$ cat config.mk
export PLATFORM = sky130hd
export DESIGN_NAME = minterm_extractor_flat
export DESIGN_NICKNAME = d
export VERILOG_FILES = /design/src/rtl/minterm_extractor_if.sv /design/src/rtl/minterm_extractor.sv /design/src/flat_wrapper.sv
export SDC_FILE = /design/constraint.sdc
export NUM_CORES = 1
export LEC_CHECK = 0
export CORE_MARGIN = 2
export CORE_UTILIZATION = 55
export DETAILED_ROUTE_END_ITERATION = 8
export PLACE_DENSITY = 0.84
export SETUP_SLACK_MARGIN = 0.4
export SYNTH_ARGS = -nofsm -noshare
export SYNTH_HDL_FRONTEND = slang
export SYNTH_SLANG_ARGS = --single-unit
$ cat constraint.sdc
create_clock -name clk -period 5.2 [get_ports clk]
set_clock_uncertainty 0.2 [all_clocks]
set_input_delay 1.3 -clock clk [delete_from_list [all_inputs] [get_ports clk]]
set_output_delay 1.3 -clock clk [all_outputs]
set_load 0.1 [all_outputs]
$ cat src/rtl/minterm_extractor_if.sv
// Minterm stream channel of the truth-table analyser: one index per found
// minterm, transferred on the clock edge where m_valid and m_ready are both high.
interface minterm_extractor_if #(
    parameter int N_VARS = 4
) ();
    logic              m_valid;
    logic [N_VARS-1:0] m_index;
    logic              m_ready;

    // Producer side (the analyser)
    modport master (
        output m_valid,
        output m_index,
        input  m_ready
    );

    // Consumer side
    modport slave (
        input  m_valid,
        input  m_index,
        output m_ready
    );
endinterface

$ cat src/rtl/minterm_extractor.sv
// Sequential truth-table analyser. Walks every input vector of an external
// N_VARS-input combinational function, holds each vector for SETTLE cycles,
// samples the function output and builds the minterm mask and count. Every
// minterm index is offered on the stream channel before the sweep moves on,
// so indices leave in strictly ascending order.
module minterm_extractor #(
    parameter int N_VARS = 4,
    parameter int SETTLE = 1
) (
    input  logic                 clk,
    input  logic                 rst_n,
    input  logic                 start,
    output logic [N_VARS-1:0]    vec,
    input  logic                 s_in,
    output logic                 busy,
    output logic                 done,
    output logic [2**N_VARS-1:0] mask,
    output logic [N_VARS:0]      count,
    minterm_extractor_if.master  m_if
);

    localparam int N_MT  = 2**N_VARS;
    // SETTLE is limited to 1..15, so four bits always hold the settle count.
    localparam int CNT_W = 4;

    localparam logic [CNT_W-1:0]  SETTLE_LD = CNT_W'(SETTLE);
    localparam logic [CNT_W-1:0]  CNT_ONE   = CNT_W'(1);
    localparam logic [N_VARS-1:0] VEC_ONE   = N_VARS'(1);
    localparam logic [N_VARS-1:0] VEC_LAST  = '1;
    localparam logic [N_VARS:0]   COUNT_ONE = (N_VARS+1)'(1);

    typedef enum logic [1:0] {
        S_IDLE,
        S_HOLD,
        S_EMIT,
        S_FIN
    } state_t;

    state_t              state_q, state_d;
    logic [N_VARS-1:0]   vec_q, vec_d;
    logic [CNT_W-1:0]    cnt_q, cnt_d;
    logic [N_MT-1:0]     mask_q, mask_d;
    logic [N_VARS:0]     count_q, count_d;
    logic                m_valid_q, m_valid_d;
    logic [N_VARS-1:0]   m_index_q, m_index_d;

    // State and datapath registers; reset aborts any sweep without a done pulse.
    always_ff @(posedge clk or negedge rst_n) begin
        if (!rst_n) begin
            state_q   <= S_IDLE;
            vec_q     <= '0;
            cnt_q     <= '0;
            mask_q    <= '0;
            count_q   <= '0;
            m_valid_q <= 1'b0;
            m_index_q <= '0;
        end else begin
            state_q   <= state_d;
            vec_q     <= vec_d;
            cnt_q     <= cnt_d;
            mask_q    <= mask_d;
            count_q   <= count_d;
            m_valid_q <= m_valid_d;
            m_index_q <= m_index_d;
        end
    end

    // Sweep sequencing: settle, sample, optionally emit, then step or finish.
    always_comb begin
        state_d   = state_q;
        vec_d     = vec_q;
        cnt_d     = cnt_q;
        mask_d    = mask_q;
        count_d   = count_q;
        m_valid_d = m_valid_q;
        m_index_d = m_index_q;

        case (state_q)
            S_IDLE: begin
                // Results of the previous sweep stay visible until a new start.
                if (start) begin
                    mask_d  = '0;
                    count_d = '0;
                    vec_d   = '0;
                    cnt_d   = SETTLE_LD;
                    state_d = S_HOLD;
                end
            end

            S_HOLD: begin
                if (cnt_q == CNT_ONE) begin
                    // Last settle cycle: the function output is trusted now.
                    mask_d[vec_q] = s_in;
                    cnt_d         = cnt_q - CNT_ONE;
                    if (s_in) begin
                        count_d   = count_q + COUNT_ONE;
                        m_valid_d = 1'b1;
                        m_index_d = vec_q;
                        state_d   = S_EMIT;
                    end else if (vec_q == VEC_LAST) begin
                        // vec parks at all-ones; it never wraps back to zero.
                        state_d = S_FIN;
                    end else begin
                        vec_d = vec_q + VEC_ONE;
                        cnt_d = SETTLE_LD;
                    end
                end else begin
                    cnt_d = cnt_q - CNT_ONE;
                end
            end

            S_EMIT: begin
                // vec is frozen here so the sweep resumes right after this index.
                if (m_valid_q && m_if.m_ready) begin
                    m_valid_d = 1'b0;
                    if (vec_q == VEC_LAST) begin
                        state_d = S_FIN;
                    end else begin
                        vec_d   = vec_q + VEC_ONE;
                        cnt_d   = SETTLE_LD;
                        state_d = S_HOLD;
                    end
                end
            end

            S_FIN: begin
                // Single-cycle completion state; start is not looked at here.
                state_d = S_IDLE;
            end

            default: begin
                state_d = S_IDLE;
            end
        endcase
    end

    assign vec          = vec_q;
    assign mask         = mask_q;
    assign count        = count_q;
    assign busy         = (state_q == S_HOLD) || (state_q == S_EMIT);
    assign done         = (state_q == S_FIN);
    assign m_if.m_valid = m_valid_q;
    assign m_if.m_index = m_index_q;

endmodule

$ cat src/flat_wrapper.sv
// flat-port wrapper written by rule: the top's interface ports become plain ports
module minterm_extractor_flat 
#(
    parameter int N_VARS = 4,
    parameter int SETTLE = 1
)
  (clk, rst_n, start, vec, s_in, busy, done, mask, count, m_if_m_valid, m_if_m_index, m_if_m_ready);
  minterm_extractor_if #(.N_VARS(N_VARS)) m_if_i ();
  input  logic clk;
  input  logic rst_n;
  input  logic start;
  output logic [N_VARS-1:0] vec;
  input  logic s_in;
  output logic busy;
  output logic done;
  output logic [2**N_VARS-1:0] mask;
  output logic [N_VARS:0] count;
  output wire logic [$bits(m_if_i.m_valid)-1:0] m_if_m_valid;
  output wire logic [$bits(m_if_i.m_index)-1:0] m_if_m_index;
  input wire logic [$bits(m_if_i.m_ready)-1:0] m_if_m_ready;
  assign m_if_m_valid = m_if_i.m_valid;
  assign m_if_m_index = m_if_i.m_index;
  assign m_if_i.m_ready = m_if_m_ready;
  minterm_extractor #(.N_VARS(N_VARS), .SETTLE(SETTLE)) u_core (.clk(clk), .rst_n(rst_n), .start(start), .vec(vec), .s_in(s_in), .busy(busy), .done(done), .mask(mask), .count(count), .m_if(m_if_i));
endmodule
==> impl_metrics.tcl <==
set metrics [dict create \
    status "completed" \
    nets 252 \
    path_max_fanout 7 \
    ir_worst_vdd_v 0.000177 \
    ios 37 \
    antennaDiodeCount 0 \
    cp-start-kind "register" \
    coreArea_um2 3390 \
    worstPathRequired_ns 3.70 \
    grt_use_total_pct 22.6 \
    yosys.area.top_type "dfrtp_1" \
    grt_pass1_vias 1517 \
    final.setup.tns_ns 0 \
    avgViaCountPerCell 5.57 \
    cts_hold_buf 0 \
    hold_violations 0 \
    yosysMostFrequentCell "dfrtp_1" \
    leakage_uw 0.00112 \
    clkSlewWorstSetupHoldPaths_ns 0.11 \
    end_kind "output port" \
    fillers 274 \
    multi_input_area_um2 1010 \
    setup_viol 0 \
    dieHeight_um 64.0 \
    grt_pass1_wl_mm 7.22 \
    synth_top_cell_area_share_pct 45.5 \
    grt_overflow 0 \
    path_cells "inv_1, ha_1, clkdlybuf4s50_1" \
    r2r_end "u_core.m_if.m_index[3]" \
    period_needed_ns 3.98 \
    powerDensity_nw_per_um2 199 \
    synth_seq_area_share_pct 45.5 \
    drtIter0Drc 89 \
    maxCapViolations 0 \
    antenna_found_initial 0 \
    ys_ff_latch 36 \
    worstHoldPathCells 2 \
    worstHoldEndpoint "u_core.m_if.m_index[0]" \
    async_flop_share_pct 100 \
    synth_cell_types 37 \
    io_buffers 36 \
    firstDrtPassIters 4 \
    wl_per_cell_um 14.7 \
    grt_max_degree 37 \
    antenna_left 0 \
    drv_slew 0 \
    place_congestion 0.812 \
    die_w_um 64.0 \
    ys_top_cells_by_area "dfrtp_1 (46%), mux2i_1 (9.6%), ha_1 (7.0%)" \
    critPathKind "reg -> out" \
    clockBufferDepth 2 \
    rsz0062_at_grt "false" \
    cts_htree_levels 2 \
    fmax_mhz 252 \
    worst_slew_pin_slew_ns 0.974 \
    dp_hpwl_mm 2.95 \
    cts_resized 0 \
    synth-warning-count 0 \
    cp_slowest_cell "clkdlybuf4s50_1" \
    syn_avg_cell_area_um2 9.84 \
    synth_area_um2 1980 \
    synth_flop_cell "dfrtp_1" \
    cts_root_buffer "clkbuf_4" \
    cp.arrival_ns 2.48 \
    synth_edf_count 0 \
    drc_errors 0 \
    timing.slew.headroom_pct 34.9 \
    p_total_uw 486 \
    numCtsBuffers 5 \
    min_path_type "reg -> reg" \
    postSynthCellCount 201 \
    cts_setup_buffers 0 \
    die_area_um2 4090 \
    max_stage_delay_ns 1.17 \
    rrSetupSlack_ns 2.58 \
    cts_tree "yes" \
    routed_wl_mm 4.15 \
    drive_gt1_share_pct 7.17 \
    fin_crit_sh_pct 76.4 \
    r2r-start "u_core.state_q[1]" \
    r2r_cells 5 \
    synth_common_cells "dfrtp_1 (36), nand2_1 (32), mux2i_1 (19), nand3_1 (17), ha_1 (11)" \
    min-delay-start "u_core.m_if.m_index[0]" \
    syn-num-nets 217 \
    area_delta_synth_final_pct 23.6 \
    regArea_um2 901 \
    rows 21 \
    insertion_delay_ns 0.34 \
    clock-sinks 36 \
    start_util_pct 58.4 \
    vias 1575 \
]
[state kept, by name (all words and copies together) (netlist names)]
name                 cells
u_core.count             5
u_core.state_q           2
u_core.cnt_q             4
u_core.m_if.m_valid      1
u_core.vec               4
u_core.m_if.m_index      4
u_core.mask             16
[cell type report]
class,instances,share of cell area (%)
clock buffer,6,1.69
clock inverter,2,1.43
inverter,8,1.23
multi-input combinational,148,41.4
sequential,36,36.8
tap,46,2.35
timing repair buffer,37,15.0
[layer usage]
metal / wire [µm] / up-vias / track usage (%)
met4: 56 / 0 / 7.88
met5: 0 / - / 0
li1: - / 782 / -
met3: 146 / 7 / 4.40
met2: 1920 / 31 / 35.3
met1: 2020 / 755 / 31.4
[stage by stage]
| step | setup slack [ns] | cell area [µm²] | std cells | utilization (%) | hold WS [ns] |
|---|---|---|---|---|---|
| floorplan | 2.30 | 1980 | 201 | - | 0.265 |
| global placement | 1.65 | 2370 | 275 | 69.9 | 0.275 |
| detailed placement | 1.62 | 2370 | 275 | 69.9 | 0.276 |
| CTS | 1.23 | 2440 | 283 | 72.1 | 0.321 |
| global route | 1.13 | 2440 | 283 | 72.1 | 0.351 |
| finish | 1.22 | 2440 | 283 | 72.1 | 0.324 |
[how the worst max path moves through the flow]
| stage | to | slack (ns) | from |
|---|---|---|---|
| after global placement | busy | 1.65 | u_core.state_q[0] |
| after global routing | busy | 1.13 | u_core.state_q[0] |
| after floorplan | busy | 2.30 | u_core.state_q[0] |
| final | busy | 1.22 | u_core.state_q[0] |
| after CTS | busy | 1.23 | u_core.state_q[0] |
| after detailed placement | busy | 1.62 | u_core.state_q[0] |
[critical path, delay by kind of cell (launching register included)]
family	cells	cell delay [ns]
adder cells (fa/ha/maj)	1	0.40
buffers and inverters	2	1.28
flip-flops	1	0.46
[layout by cell type, fill, tap and decap left out, drive strengths merged, types with 3 or more instances in the layout]
cell and n:
clkbuf 6, a2111oi 3, nand3 17, nor2 7, nand4 4, nor2b 4, o21ai 10, and3 3
mux2i 19, ha 11, a21oi 6, dfrtp 36, nand2b 3, clkdlybuf4s50 36, inv 8, or3 4
nand2 32, or2 3
[kinds of logic after synthesis]
logic type                 Yosys count  share of synthesized area (%)
DFF                                 36                           45.5
muxes                               21                           10.8
adders and majority gates           11                           6.96
AOI/OAI and AO/OA                   32                           12.1
and+or+nand+nor                     83                           20.9
xor gates and xnor gates             1                          0.443
buffers and inverters               17                           3.29
[power breakdown]
part	internal [µW]	switching [µW]
Clock	101	95.2
Combinational	3.39	6.68
Sequential	280	0
Total	384	102
Note: power is estimated with default switching activity, not from simulation.
